<file path="src/rtl/dff_seq_ctrl.sv">
// Serializes a latched pattern into an external DFF path, reassembles the return stream
// and flags a match. Optional DFF_SEQ_ERRCNT_EN adds an err_cnt popcount of mismatched bits.
module dff_seq_ctrl #(
  parameter int WIDTH = 32,
  parameter int LAT   = 1
) (
  input  logic             clk,
  input  logic             rst_n,
  input  logic             start,
  input  logic [WIDTH-1:0] pattern_i,
  input  logic             q_i,
  output logic             d_o,
  output logic             busy,
  output logic             done,
  output logic             pass,
  output logic [WIDTH-1:0] cap_o
`ifdef DFF_SEQ_ERRCNT_EN
  ,
  output logic [$clog2(WIDTH+1)-1:0] err_cnt
`endif
);

  localparam int CW = $clog2(WIDTH + LAT + 1);

  typedef enum logic [1:0] {IDLE, SHIFT, DRAIN, DONE} state_t;

  state_t           state;
  logic [WIDTH-1:0] pat;
  logic [WIDTH-1:0] sh;
  logic [WIDTH-1:0] cap_nxt;
  logic [CW-1:0]    cyc;
  logic [CW-1:0]    samp_idx;
  logic             sample;

  // cyc holds k during the cycle that began at edge Ek; bit k-LAT is captured at its end.
  assign samp_idx = cyc - CW'(LAT);
  assign sample   = ((state == SHIFT) || (state == DRAIN)) && (cyc >= CW'(LAT));

  always_comb begin
    cap_nxt = cap_o;
    for (int unsigned i = 0; i < WIDTH; i++) begin
      if (sample && (samp_idx == CW'(i))) cap_nxt[i] = q_i;
    end
  end

`ifdef DFF_SEQ_ERRCNT_EN
  localparam int EW = $clog2(WIDTH + 1);
  logic [WIDTH-1:0] diff;
  logic [EW-1:0]    ones;

  always_comb begin
    diff = cap_nxt ^ pat;
    ones = '0;
    for (int unsigned i = 0; i < WIDTH; i++) begin
      ones = ones + EW'(diff[i]);
    end
  end
`endif

  always_ff @(posedge clk) begin
    if (!rst_n) begin
      state <= IDLE;
      pat   <= '0;
      sh    <= '0;
      cap_o <= '0;
      cyc   <= '0;
      d_o   <= 1'b0;
      busy  <= 1'b0;
      done  <= 1'b0;
      pass  <= 1'b0;
`ifdef DFF_SEQ_ERRCNT_EN
      err_cnt <= '0;
`endif
    end else begin
      done  <= 1'b0;
      cap_o <= cap_nxt;
      unique case (state)
        IDLE: begin
          if (start) begin
            state <= SHIFT;
            pat   <= pattern_i;
            sh    <= pattern_i;
            cap_o <= '0;
            pass  <= 1'b0;
            cyc   <= '0;
            d_o   <= pattern_i[0];
            busy  <= 1'b1;
`ifdef DFF_SEQ_ERRCNT_EN
            err_cnt <= '0;
`endif
          end
        end
        SHIFT: begin
          cyc <= cyc + 1'b1;
          sh  <= sh >> 1;
          if (cyc == CW'(WIDTH - 1)) begin
            state <= DRAIN;
            d_o   <= 1'b0;
          end else begin
            d_o <= sh[1];
          end
        end
        DRAIN: begin
          cyc <= cyc + 1'b1;
          // the final bit lands on this same edge, so judge against cap_nxt
          if (cyc == CW'(WIDTH + LAT - 1)) begin
            state <= DONE;
            done  <= 1'b1;
            pass  <= (cap_nxt == pat);
`ifdef DFF_SEQ_ERRCNT_EN
            err_cnt <= ones;
`endif
          end
        end
        DONE: begin
          state <= IDLE;
          busy  <= 1'b0;
        end
      endcase
    end
  end

endmodule

</file>
<file path="config.mk">
export PLATFORM = sky130hd
export DESIGN_NAME = dff_seq_ctrl
export DESIGN_NICKNAME = d
export VERILOG_FILES = /design/src/rtl/dff_seq_ctrl.sv
export SDC_FILE = /design/constraint.sdc
export NUM_CORES = 1
export LEC_CHECK = 0
export BUFFER_PORTS_ARGS = -buffer_cell sky130_fd_sc_hd__buf_2
export CORE_ASPECT_RATIO = 0.7
export CORE_MARGIN = 1.5
export CORE_UTILIZATION = 55
export DETAILED_ROUTE_END_ITERATION = 10
export GPL_ROUTABILITY_DRIVEN = 1
export PLACE_DENSITY = 0.77
export SLEW_MARGIN = 20
export SYNTH_ARGS = -nofsm -noshare
export SYNTH_HDL_FRONTEND = slang
export SYNTH_SLANG_ARGS = --single-unit
export TNS_END_PERCENT = 1
</file>
<file path="constraint.sdc">
create_clock -name clk -period 4 [get_ports clk]
set_input_delay 0.8 -clock clk [delete_from_list [all_inputs] [get_ports clk]]
set_output_delay 0.8 -clock clk [all_outputs]
set_load 0.03 [all_outputs]
</file>
==> reports/results.ini <==
[routing]
dr_wl_met2_mm=7.99
wl_mm=19.6
wl_met3_mm=2.07
viasPerCell=6.37
first_pass_iters=6
avgRoutedWirePerCell_um=21.0
route.detailed.drc=0
postRouteAntennaNets=0
top_layer_used=met4
vias=5966
wl_met1_mm=9.06
first_iter_violations=914

[sta]
setup_viol=0
rsz0062_at_grt=false
setup_slack_ns=0.335
slew_headroom_pct=46.6
layout_min_cycle_time_ns=3.67
tightest_slew_ns=0.798
final_max_slew_viol_count=0
max_freq_mhz=273
hold_violations=0
finalSetupTns_ns=0
fin_worst_skew_ns=0.00983
min_period_over_period_pct=91.6

[power_and_ir_drop]
swShare_pct=44.0
seqPwrFrac_pct=35.8
combinationalPowerShare_pct=42.8
p_per_area_nw_per_um2=624
p_clk_share_pct=21.4
p_switching_mw=1.86
power_leakage_nw=2.62
peakVddDrop_mv=0.578
p_int_mw=2.37

[setup_path]
crit_buf_inv=1
required_ns=4.28
ff2ff_setup_slack_ns=0.33
path_cells=inv_1 > ha_1 > nor3b_1 > mux2_2 > or4_1 > nor2_2 > o2111ai_1 > nor4_2 > nand4_1 > o31ai_2
end_kind=flop
crit_path_start_kind=flop
ff2ff_path_depth=10
critical_path.max_stage_delay_ns=0.70
path_class=reg -> reg
arrival_ns=3.94
timing.rr.end=pass
crit_family=simple AND/OR/NAND/NOR gates
crit_fanout=14
crit_slowest_cell=or4_1
rr_startpoint=cyc[0]

[clock_tree]
cts_max_path_buffers=2
postCtsHoldBufs=0
clk_latency_ns=0.36
cts_tree=built
cts_buffers=9
post_cts_resized=0
cts_setup_buffers=0
htree_levels=3
clk_pin_slew_ns=0.08
cts-root-buf=clkbuf_16
cts.sinks=107

[global_routing]
grtUsageTotal_pct=34.5
grt_pass1_wl_mm=30.6
overflow=0
grt_max_degree=39
grt_antenna_before_repair=0
grt_pass1_vias=5364

[finish]
fill_cells=903
area_delta_synth_final_pct=12.7
fin_util_pct=64.5
diodes=0
nets=829
drive_gt1_share_pct=16.8
multiInputGateArea_um2=3580
stdcell_count=936
register_area_um2=2140

[min_path]
min_to=pat[1]
worstHoldStart=pat[1]
hold_path.class=reg -> reg
min_path_cells=2

[synth]
synth_nets=784
synth_cell_types=76
ys_seq_area_share_pct=35.6
syn_inst=738
async_reset_ff_share_pct=0
ys.flop_type=dfxtp_1
synth-edff-count=0
synth_area_um2=6020
ys_ff_latch=107
postSynthAreaPerCell_um2=8.15
yosysWarningCount=0

[placed_design]
hpwl_mm=15.0
dp.cells=920
dp_slack_ns=0.447
gp_congestion=1.01
io_buffers=71

[floorplanning]
core_area_um2=10500
die_area_um2=11600
die_w_um=128
die_y_um=90.5
pin_count=72
initial_core_util_pct=57.2
num_rows=31

[run]
maxCapViolCount=0

[status]
status=finished, final reports clean

-- per-layer routing --
| metal | GRT usage [%] | vias to the layer above |
|---|---|---|
| li1 | - | 2768 |
| met5 | 0 | - |
| met4 | 9.74 | 0 |
| met3 | 11.4 | 52 |
| met1 | 50.6 | 2807 |
| met2 | 47.8 | 339 |
-- kinds of logic (layout without fill, tap and decap cells) --
family                     count (synthesis)  in the layout  share of synthesized area (%)
and+or+nand+nor                          286            286                           23.4
AOI/OAI and AO/OA                        200            200                           24.4
DFF                                      107            107                           35.6
buffers and inverters                     77            127                           5.01
muxes                                     51             51                           8.53
adders and majority gates                 10             10                           2.08
xor gates and xnor gates                   7              7                           1.02
-- stage by stage --
step                      total power, mW  instance area, um2  hold WS [ns]
after floorplan                      2.78                6020         0.449
after global placement               3.24                6480         0.462
after detailed placement             3.29                6480         0.463
after CTS                            4.18                6780         0.473
after global routing                 4.47                6780         0.493
final                                4.23                6780         0.475
-- worst max-delay path by stage --
stage                 from    to  depth (start not counted)
floorplan           cyc[0]  pass                         12
CTS                 cyc[0]  pass                         10
global route        cyc[0]  pass                         10
global placement    cyc[0]  pass                         10
detailed placement  cyc[0]  pass                         10
finish              cyc[0]  pass                         10
-- power by group through the flow --
stage / Sequential (mW) / Combinational (mW) / Clock [mW]
2_1_floorplan: 1.46 / 1.32 / 0
3_3_place_gp: 1.51 / 1.72 / 0
3_5_place_dp: 1.53 / 1.76 / 0
4_1_cts: 1.50 / 1.77 / 0.911
5_1_grt: 1.53 / 1.99 / 0.950
6_report: 1.51 / 1.81 / 0.905
-- registers in the layout, indices dropped and copies added (netlist names) --
name   count
sh        31
cap_o     32
state      2
pat       32
pass       1
busy       1
done       1
d_o        1
cyc        6
-- cell usage in the layout, fill, tap and decap left out, types with 8 or more instances in the layout --
cell / Yosys / final
a211oi_1: 34 / 34
a21boi_0: 23 / 23
a21oi_1: 31 / 31
buf_2: 4 / 71
buf_4: 0 / 18
clkbuf_16: 0 / 9
dfxtp_1: 107 / 107
ha_1: 10 / 9
inv_1: 22 / 22
mux2i_1: 49 / 49
nand2_1: 96 / 96
nand2b_1: 13 / 13
nand3_1: 18 / 18
nor2_1: 82 / 81
nor2b_1: 13 / 13
nor3_1: 10 / 10
o211ai_1: 8 / 8
o21ai_0: 23 / 23
or3_1: 9 / 9
-- worst reg2reg max path: cells and delay by family, from the launching register on --
kind                     cells  cell delay, ns
buffers and inverters        1            0.20
flip-flops                   1            0.46
AO/OA/AOI/OAI                2            0.33
multiplexers                 1            0.46
adder cells (fa/ha/maj)      1            0.27
AND/OR/NAND/NOR              5            1.87
-- Yosys cell counts, drive strengths merged (3+ instances only) --
master     n  area (um2)
a2111oi    4        41.3
a211oi    34         255
a21boi    24         184
a21oi     31         155
a22oi      7        52.6
a2bb2oi    3        26.3
a311o      3        30.0
a31oi      4        25.0
a32oi      3        26.3
and2       5        31.3
buf        6        35.0
clkbuf    49         184
dfxtp    107        2140
ha        10         125
inv       22        82.6
mux2i     49         490
nand2     96         360
nand2b    13        81.3
nand3     18        90.1
nand4      7        43.8
nand4b     3        26.3
nor2      83         314
nor2b     13        81.3
nor3      12        82.6
nor3b      3        22.5
nor4       7        80.1
o2111a     3        33.8
o2111ai    5        43.8
o211ai     8        60.1
o21a       6        52.6
o21ai     27         135
o21ba      3        30.0
o31ai      3        32.5
o32ai      4        35.0
or2        3        18.8
or3        9        56.3
or4        5        41.3
xnor2      5        43.8
-- area by class of cell --
class	count	share of cell area, %
clock inverter	6	0.849
timing repair buffer	89	7.23
sequential	107	31.6
tap	148	2.73
clock buffer	10	3.52
inverter	22	1.22
multi-input combinational	554	52.9
No activity file was read; power rests on OpenSTA's default activity.
